### src/rtl/resp_packer.sv
// Packs a 42-bit readback word into a 12-nibble response frame (header + 11 data beats)
// and streams it over a valid/ready nibble interface; words arriving mid-frame are counted as drops.
module resp_packer #(
    parameter logic [3:0] HDR_NIBBLE = 4'hA
) (
    input  logic        clk,
    input  logic        rst_n,
    input  logic [41:0] data_in,
    input  logic        dvalid_in,
    output logic [3:0]  tx_data,
    output logic        tx_valid,
    input  logic        tx_ready,
    output logic        busy,
    output logic [7:0]  drop_cnt
);

    localparam int unsigned WORD_W = 42;
    localparam int unsigned NIB_W  = 4;
    localparam int unsigned IDX_W  = 4;
    localparam int unsigned CNT_W  = 8;
    localparam logic [IDX_W-1:0] LAST_BEAT = IDX_W'(10);
    localparam logic [CNT_W-1:0] CNT_MAX   = {CNT_W{1'b1}};

    typedef enum logic [1:0] {
        IDLE,
        HEADER,
        DATA
    } state_t;

    state_t              state;
    logic [WORD_W-1:0]   word;
    logic [IDX_W-1:0]    beat_idx;
    logic                last_xfer;
    logic                drop_hit;

    // Beat k of the word, MSB first, with the word zero-extended to 44 bits.
    function automatic logic [NIB_W-1:0] beat_nibble(input logic [WORD_W-1:0] w,
                                                     input logic [IDX_W-1:0]  idx);
        logic [WORD_W+1:0] padded;
        logic [5:0]        shift;
        padded = {2'b00, w};
        shift  = 6'd40 - {idx, 2'b00};
        return NIB_W'(padded >> shift);
    endfunction

    // tx_valid is always high outside IDLE, so a transfer there is just tx_ready.
    assign last_xfer = (state == DATA) && tx_ready && (beat_idx == LAST_BEAT);
    assign drop_hit  = dvalid_in && (state != IDLE) && !last_xfer;

    // Frame sequencer with registered beat output.
    always_ff @(posedge clk or negedge rst_n) begin
        if (!rst_n) begin
            state    <= IDLE;
            word     <= '0;
            beat_idx <= '0;
            tx_data  <= '0;
            tx_valid <= 1'b0;
            busy     <= 1'b0;
        end else begin
            case (state)
                IDLE: begin
                    if (dvalid_in) begin
                        word     <= data_in;
                        beat_idx <= '0;
                        tx_data  <= HDR_NIBBLE;
                        tx_valid <= 1'b1;
                        busy     <= 1'b1;
                        state    <= HEADER;
                    end
                end
                HEADER: begin
                    if (tx_ready) begin
                        beat_idx <= '0;
                        tx_data  <= beat_nibble(word, '0);
                        state    <= DATA;
                    end
                end
                DATA: begin
                    if (tx_ready) begin
                        if (beat_idx == LAST_BEAT) begin
                            beat_idx <= '0;
                            if (dvalid_in) begin
                                word    <= data_in;
                                tx_data <= HDR_NIBBLE;
                                state   <= HEADER;
                            end else begin
                                tx_data  <= '0;
                                tx_valid <= 1'b0;
                                busy     <= 1'b0;
                                state    <= IDLE;
                            end
                        end else begin
                            beat_idx <= beat_idx + IDX_W'(1);
                            tx_data  <= beat_nibble(word, beat_idx + IDX_W'(1));
                        end
                    end
                end
                default: begin
                    beat_idx <= '0;
                    tx_data  <= '0;
                    tx_valid <= 1'b0;
                    busy     <= 1'b0;
                    state    <= IDLE;
                end
            endcase
        end
    end

    // Saturating count of words that arrived while a frame was outstanding.
    always_ff @(posedge clk or negedge rst_n) begin
        if (!rst_n) begin
            drop_cnt <= '0;
        end else if (drop_hit && (drop_cnt != CNT_MAX)) begin
            drop_cnt <= drop_cnt + CNT_W'(1);
        end
    end

endmodule

### config.mk
export PLATFORM = sky130hd
export DESIGN_NAME = resp_packer
export DESIGN_NICKNAME = d
export VERILOG_FILES = /design/src/rtl/resp_packer.sv
export SDC_FILE = /design/constraint.sdc
export NUM_CORES = 1
export LEC_CHECK = 0
export ABC_AREA = 1
export CAP_MARGIN = 20
export CORE_MARGIN = 2
export CORE_UTILIZATION = 35
export CTS_CLUSTER_SIZE = 14
export DETAILED_ROUTE_END_ITERATION = 12
export PLACE_DENSITY = 0.55
export SYNTH_ARGS = -nofsm -noshare
export SYNTH_HDL_FRONTEND = slang
export SYNTH_SLANG_ARGS = --single-unit
### constraint.sdc
create_clock -name clk -period 2.1 [get_ports clk]
set_input_delay 0.42 -clock clk [delete_from_list [all_inputs] [get_ports clk]]
set_output_delay 0.42 -clock clk [all_outputs]
set_load 0.05 [all_outputs]
-- After elaboration in Yosys (flattened, before gate mapping)
Index checks and enable logic that the tools add are counted.
- bits in registers: 61
- word-level logic and storage cells: 59
- output and inout bits: 14
- input bits: 46
- bitwise gates (word level): 1
- shift-type cells: 1
- muxes and demuxes: 26
- add/sub/neg operators: 3
- equality and inequality tests: 9
- reduce and logical (&&, ||, !) cells: 13
- operators with widths (kind ; number):
    $mux W42 ; 3
    $pmux W42 S2 ; 1
    $shr A42 B6 Y4 ; 1
    $mux W4 ; 9
    $pmux W4 S3 ; 2
    $add A8 B1 Y8 const B ; 1
    $mux W2 ; 4
    $ne A2 B2 Y1 const B ; 4
    $ne A8 B8 Y1 const B ; 1
    $pmux W2 S3 ; 1
    $reduce_and A3 Y1 ; 2
    $sub A6 B6 Y6 const A ; 1
    $logic_and A1 B1 Y1 ; 5
    $mux W1 ; 5
    $reduce_and A5 Y1 ; 1
    $add A4 B1 Y4 const B ; 1
    $eq A4 B4 Y1 const B ; 1
    $reduce_and A4 Y1 ; 1
    $reduce_bool A2 Y1 ; 2
    $pmux W1 S3 ; 1
    $eq A2 B1 Y1 const B ; 1
    $eq A2 B2 Y1 const B ; 1
    $logic_not A2 Y1 ; 1
    $ne A2 B1 Y1 const B ; 1
    other kinds (2) ; 2

-- Longest topological paths before layout
Gate-level depths: netlist of the first run.
- depth in word-level cells: 6
- gate-level depth with buffers: 15

-- Least setup slack after synthesis of the first run
OpenSTA, ideal clock, no wires.
- path kind: register to register
- start: reg beat_idx[0]
- end: reg tx_data[2]
- clock period less this slack: 1.937 ns
- slack: 0.163 ns
- data required time: 1.982 ns
- library setup time: 0.118 ns
- arrival time: 1.819 ns
- stages on the path, launching flop included: 11
- cell sequence: dfrtp_1 > buf_2 > inv_2 > ha_1 > nor2_2 > inv_1 > or2_2 > o2111ai_1 > nand3_1 > nand3_1 > nand2_1
- longest elaborated chain between the ends: 6
- RTL lines (element ; line ; source):
    from (decl) ; 32 ; logic [IDX_W-1:0] beat_idx;
    from (signal assigned) ; 93 ; beat_idx <= beat_idx + IDX_W'(1);
    $add A4 B1 Y4 ; 94 ; tx_data <= beat_nibble(word, beat_idx + IDX_W'(1));
    $sub A6 B6 Y6 ; 42 ; shift = 6'd40 - {idx, 2'b00};
    $shr A42 B6 Y4 ; 43 ; return NIB_W'(padded >> shift);
    $mux W4 * ; 80 ; if (beat_idx == LAST_BEAT) begin
    $mux W4 * ; 79 ; if (tx_ready) begin
    $pmux W4 S3 * ; 60 ; case (state)
    to (signal assigned) ; 74 ; tx_data <= beat_nibble(word, '0);
    to (signal assigned) ; 94 ;
    to (decl) ; 10 ; output logic [3:0] tx_data,
Mark *: on every way between the ends. The rest lies on a longest branch, timed or not. The select of a mux whose other input is x is not followed.
A chain may end at the register's enable or synchronous reset.

-- Final worst setup path of the first run
- start: reg drop_cnt[2]
- end: out drop_cnt[2]
- RTL lines (element ; line ; source):
    from (decl) ; 14 ; output logic [7:0] drop_cnt
    from (signal assigned) ; 114 ; drop_cnt <= drop_cnt + CNT_W'(1);
No word-level cell between the ends.

==> metrics.yaml, run 1 <==
sta:
  setup_violations: 0
  rsz0062_at_grt: "no"
  finalSetupTns_ns: 0
  final-max-slew-violation-count: 0
  finClkSkew_ns: 0.006690
  fin_crit_ns: 2.033
  maxSlewHeadroom: 0.4991
  fin_crit_sh: 0.9681
  hold_viol_final: 0
  max_freq_ghz: 0.4919
  tightestPinTransition_ns: 0.7513
pwr:
  cellPowerDensity_mw_per_mm2: 1603
  combPwrFrac: 0.505
  internal_power_w: 0.003741
  peakVddDrop_uv: 468.1
  clock_power_share: 0.186
  p_leak_nw: 2.062
  swShare: 0.4393
  seqPwrFrac: 0.309
  p_switching_w: 0.002931
flow_run:
  cap_violations: 0
floorplanning:
  die_h_um: 99.20
  io-pin-count: 60
  fp.dieW_um: 99.20
  start_util: 0.3619
  coreArea_sq_mm: 0.008763
  rows: 34
  dieArea_sq_mm: 0.009840
placed_design:
  hpwl_um: 5595
  portBuffers: 59
  placedInstanceArea_sq_mm: 0.003928
  gp_congestion: 0.8704
grt:
  grt_overflow: 0
  use_met1: 0.2411
  gr-usage-met2: 0.2458
  grt_pass1_wl_um: 12840
  groute.usage.overall: 0.1650
  antenna_found_initial: 0
  busiest_layer: "met2"
  grt_util_met3: 0.03162
  grt_pass1_vias: 2646
  grt_start_max_net_pins: 48
clock_network:
  clock_latency_ns: 0.34
  htreeDepth: 3
  cts_buffers: 9
  path_clk_slew_ns: 0.07
  post_cts_buffers: 0
  cts-root-buf: "clkbuf_8"
  cts_sinks: 61
  cts_tree: "yes"
  ctsLongestPathBuffers: 2
detailed_routing:
  via_per_inst: 4.532
  wirelength_um: 7358
  vias: 2624
  drc: 0
  drtPass1Iterations: 5
  drtIter0Drc: 123
  ant_nets: 0
  wl_per_cell_um: 12.71
synth:
  synth.distinct_cells: 33
  syn_nets: 446
  synth_area_sq_mm: 0.003172
  ys_seq_area_frac: 0.4813
  yosys_warnings: 0
  syn_inst: 396
  ys_seq_elements: 61
  synth_area_per_cell_sq_um: 8.010
setup_path:
  crit_path_start_kind: "flop"
  slowest_delay_ns: 0.84
  crit_path_top_delay_cell: "clkdlybuf4s50_1"
  crit_chain: "clkdlybuf4s50_1"
  cp.arrival_ns: 1.61
  crit_required_ns: 1.68
  critical_path.top_delay_family: "buffers and inverters"
  setup.worst_path.end_class: "primary output"
  path_max_fanout: 5
  critPathBufInv: 1
  path_class: "reg -> out"
final_layout:
  final_cell_mix: "107 x nand2_1, 64 x inv_1, 61 x dfrtp_1, 58 x clkdlybuf4s50_1, 37 x nor2_1"
  drive_above_1_share: 0.1380
  mostFrequentLayoutCell: "nand2_1"
  design_area_sq_mm: 0.004163
  diodes: 0
  utilization: 0.4750
  fin_nets: 517
  syn_to_final_growth_pct: 31.24
hold_path:
  hp-class: "in -> async"
outcome:
  status: "complete, no violations"
==> cell type report <==
| cell class | count | area (sq um) |
|---|---|---|
| Sequential cell | 61 | 1526 |
| Inverter | 69 | 259.0 |
| Tap cell | 108 | 135.1 |
| Clock buffer | 10 | 127.6 |
| Multi-Input combinational cell | 255 | 1301 |
| Timing Repair Buffer | 71 | 713.2 |
| Clock inverter | 5 | 100.1 |
| Fill cell | 900 | 4601 |
==> registers in the layout, indices dropped and copies added (netlist names) <==
name,count
tx_data,4
busy,1
beat_idx,4
drop_cnt,8
state,2
word,42
==> path summary, 6_finish.rpt <==
check,cells after the start,endpoint,from,slack [ns]
worst max register to register,9,tx_data[1]$_DFFE_PN0P_,beat_idx[1]$_DFFE_PN0P_,0.16
worst min register to register,2,word[20]$_DFFE_PN0P_,word[20]$_DFFE_PN0P_,0.48
worst max-delay path,1,drop_cnt[2],drop_cnt[2]$_DFFE_PN0P_,0.07
max in group asynchronous,2,word[40]$_DFFE_PN0P_,rst_n,1.35
min in group clk,2,word[20]$_DFFE_PN0P_,word[20]$_DFFE_PN0P_,0.48
worst min-delay path,1,beat_idx[1]$_DFFE_PN0P_,rst_n,0.15
==> metal layers <==
metal / share of wire / up-vias
met5: 0 / -
met4: 0.011 / 0
met3: 0.057 / 8
met2: 0.44 / 62
met1: 0.49 / 1182
li1: - / 1372
==> cell usage after synthesis <==
library cell | instances | area (sq um)
a21oi_1 | 7 | 35.03
a21oi_2 | 15 | 131.4
a22oi_1 | 1 | 7.510
a41oi_1 | 1 | 8.760
buf_1 | 2 | 7.510
buf_2 | 2 | 10.01
buf_4 | 1 | 7.510
buf_6 | 6 | 67.56
dfrtp_1 | 61 | 1526
ha_1 | 4 | 50.05
inv_1 | 64 | 240.2
inv_2 | 5 | 18.77
mux2_2 | 1 | 11.26
nand2_1 | 107 | 401.6
nand2_2 | 3 | 18.77
nand3_1 | 16 | 80.08
nand3_4 | 1 | 17.52
nand4_1 | 3 | 18.77
nor2_1 | 37 | 138.9
nor2_2 | 4 | 25.02
nor2_4 | 1 | 11.26
nor3_1 | 2 | 10.01
o2111ai_1 | 1 | 8.760
o211ai_4 | 1 | 21.27
o21ai_0 | 10 | 50.05
o21ai_1 | 24 | 120.1
o21ai_2 | 4 | 35.03
o22ai_1 | 2 | 12.51
o32ai_1 | 1 | 8.760
or2_0 | 1 | 6.260
or2_2 | 2 | 12.51
xnor2_1 | 4 | 35.03
xor2_1 | 2 | 17.52
==> power by group through the flow <==
stage | logic, W | registers (W) | clock network (W)
CTS | 0.00338 | 0.00206 | 0.00126
global placement | 0.00333 | 0.00207 | 0
global route | 0.00380 | 0.00214 | 0.00133
floorplan | 0.00220 | 0.00232 | 0
detailed placement | 0.00337 | 0.00208 | 0
finish | 0.00337 | 0.00206 | 0.00124
==> kinds of logic after synthesis <==
| logic type | after synthesis | share of synthesized area |
|---|---|---|
| flops | 61 | 0.4813 |
| xor+xnor | 6 | 0.01657 |
| compound gates | 67 | 0.1385 |
| mux | 1 | 0.003550 |
| fa+ha+maj | 4 | 0.01578 |
| buf+inv | 80 | 0.1108 |
| simple gates | 177 | 0.2335 |
==> repair_timing <==
item | CTS | global route
setup endpoints to repair | 0 | 1
resized for setup | 0 | 2
hold buffers | 0 | 0
==> through the flow <==
stage	cells	hold WS (ns)	setup slack, ns	total power, W
after floorplan	396	0.1244	0.1629	0.004514
after global placement	564	0.4713	0.1215	0.005401
after detailed placement	564	0.4685	0.1046	0.005448
after CTS	579	0.1738	0.06574	0.006704
after global routing	579	0.2052	0.002534	0.007260
final	579	0.1504	0.06702	0.006672
Note: power is estimated with default switching activity, not from simulation.
==> inputs of run 2 (changes only) <==
--- a/constraint.sdc
+++ b/constraint.sdc
@@ -3,2 +3,2 @@
 set_output_delay 0.42 -clock clk [all_outputs]
-set_load 0.05 [all_outputs]
+set_load 0.1 [all_outputs]
==> run 2 against run 1 <==
Wire length shrank 0.68%. Clock skew grew 0.00060 ns. Sequential share of layout area is essentially flat. Combinational power grew 12%. Critical path type is now reg -> reg. Critical endpoint is now tx_data[1]$_DFFE_PN0P_. Largest power group unchanged. Highest routed layer unchanged.
==> metrics.yaml, run 2 (synthesis gave the netlist of run 1 again) <==
clock_network:
  cts_buffers: 9
  clock_latency_ns: 0.34
  ctsLongestPathBuffers: 2
  htreeDepth: 3
  cts_tree: "yes"
  cts_sinks: 61
  post_cts_buffers: 0
  path_clk_slew_ns: 0.07
  cts-root-buf: "clkbuf_8"
final_layout:
  top_register: "word"
  final_cell_mix: "107 x nand2_1, 64 x inv_1, 61 x dfrtp_1, 44 x clkdlybuf4s50_1, 37 x nor2_1"
  mostFrequentLayoutCell: "nand2_1"
  syn_to_final_growth_pct: 31.36
  largest_reg_flops: 42
  diodes: 0
  drive_above_1_share: 0.1716
  fin_nets: 517
  fillers: 897
  reg.largest.list: "word x42, drop_cnt x8"
setup_path:
  critical_path.top_delay_family: "simple AND/OR/NAND/NOR gates"
  critPathBufInv: 0
  crit_path_top_delay_cell: "ha_2"
  setup.worst_path.end_class: "flop"
  cp_common_cell: "nand2_1"
  crit_required_ns: 2.34
  slowest_delay_ns: 0.43
  crit_chain: "ha_2 > nand2_1 > or2_2 > nand4_1 > nand3_1 > nand2_1 > nand2_1 > nand2_1 > nand2_1"
  r2r_slack_ns: 0.23
  path_class: "reg -> reg"
  path_max_fanout: 7
  crit_path_start_kind: "flop"
  cp.arrival_ns: 2.11
detailed_routing:
  via_per_inst: 4.491
  ant_nets: 0
  top_layer_used: "met4"
  wl_met2_um: 3234
  drtIter0Drc: 92
  wirelength_um: 7308
  vias: 2605
  met1Wirelength_um: 3645
  drtPass1Iterations: 4
  drc: 0
  wl_met3_um: 295
  wl_per_cell_um: 12.60
pwr:
  clock_power_share: 0.193
  swShare: 0.4689
  internal_power_w: 0.003830
  p_switching_w: 0.003381
  power_w: 0.007211
  peakVddDrop_uv: 618.6
  cellPowerDensity_mw_per_mm2: 1731
  seqPwrFrac: 0.285
  combPwrFrac: 0.522
  p_leak_nw: 2.094
floorplanning:
  fp.dieW_um: 99.20
  rows: 34
  die_h_um: 99.20
  start_util: 0.3619
  coreArea_sq_mm: 0.008763
  io-pin-count: 60
  dieArea_sq_mm: 0.009840
sta:
  fin_crit_sh: 0.8921
  setup_slack_ns: 0.2266
  final-max-slew-violation-count: 0
  maxSlewHeadroom: 0.5029
  fin_crit_ns: 1.873
  rsz0062_at_grt: "no"
  setup_violations: 0
  max_freq_ghz: 0.5338
  tightestPinTransition_ns: 0.7457
  finClkSkew_ns: 0.007293
  hold_viol_final: 0
  finalSetupTns_ns: 0
grt:
  grt_pass1_vias: 2536
  antenna_found_initial: 0
  grt_overflow: 0
  grt_pass1_wl_um: 12270
  grt_start_max_net_pins: 48
  groute.usage.overall: 0.1594
placed_design:
  hpwl_um: 5547
  portBuffers: 59
  pre_cts_slack_ns: 0.09239
  gp_congestion: 0.8575
hold_path:
  hp-class: "in -> async"
outcome:
  status: "complete, no violations"
flow_run:
  cap_violations: 0
==> run 2: changes by cell type in the layout (fill, tap and decap cells not counted) <==
| cell | change |
|---|---|
| buf_4 | +14 |
| clkdlybuf4s50_1 | -14 |
| bufinv_16 | +1 |
| clkbuf_1 | -1 |
| clkinvlp_4 | +1 |
| nor2_2 | -1 |
| nor2_4 | +1 |
==> run 2: through the flow <==
step	util	std cells	instance area [sq um]	hold WS (ns)
floorplan	-	396	3172	0.1244
global placement	0.4442	564	3892	0.4688
detailed placement	0.4442	564	3892	0.4693
CTS	0.4740	580	4154	0.1666
global route	0.4754	580	4167	0.1808
finish	0.4754	580	4167	0.1404
==> run 2: layout make-up <==
| cell class | instances | area (sq um) | area share |
|---|---|---|---|
| clock inverters | 7 | 137.6 | 0.03303 |
| well taps | 108 | 135.1 | 0.03243 |
| clock buffers | 9 | 123.9 | 0.02973 |
| inverters | 69 | 259.0 | 0.06216 |
| multi-input cells | 255 | 1306 | 0.3135 |
| flip-flops and latches | 61 | 1526 | 0.3664 |
| repair buffers | 71 | 678.2 | 0.1628 |
==> run 2: metal layers <==
metal | vias to the layer above | global-route usage
li1 | 1378 | -
met1 | 1172 | 0.2246
met2 | 46 | 0.2375
met3 | 9 | 0.03865
met4 | 0 | 0.06112
met5 | - | 0
==> run 2: what timing repair did <==
action,in CTS,in global routing
endpoints found under the setup margin,0,2
hold buffers,0,0
gates resized for setup,0,3
==> run 2: path summary, 6_finish.rpt <==
kind / from / to / depth (start not counted)
max: beat_idx[1]$_DFFE_PN0P_ / tx_data[1]$_DFFE_PN0P_ / 9
min: rst_n / word[24]$_DFFE_PN0P_ / 1
max reg2reg: beat_idx[1]$_DFFE_PN0P_ / tx_data[1]$_DFFE_PN0P_ / 9
min reg2reg: word[20]$_DFFE_PN0P_ / word[20]$_DFFE_PN0P_ / 2
max in group asynchronous: rst_n / tx_data[3]$_DFFE_PN0P_ / 2
min in group clk: word[20]$_DFFE_PN0P_ / word[20]$_DFFE_PN0P_ / 2
==> run 2: power groups by stage <==
stage	combinational (W)	sequential, W	clock (W)
floorplan	0.00224	0.00269	0
global placement	0.00372	0.00207	0
detailed placement	0.00374	0.00208	0
CTS	0.00376	0.00206	0.00141
global route	0.00417	0.00213	0.00147
finish	0.00376	0.00206	0.00139
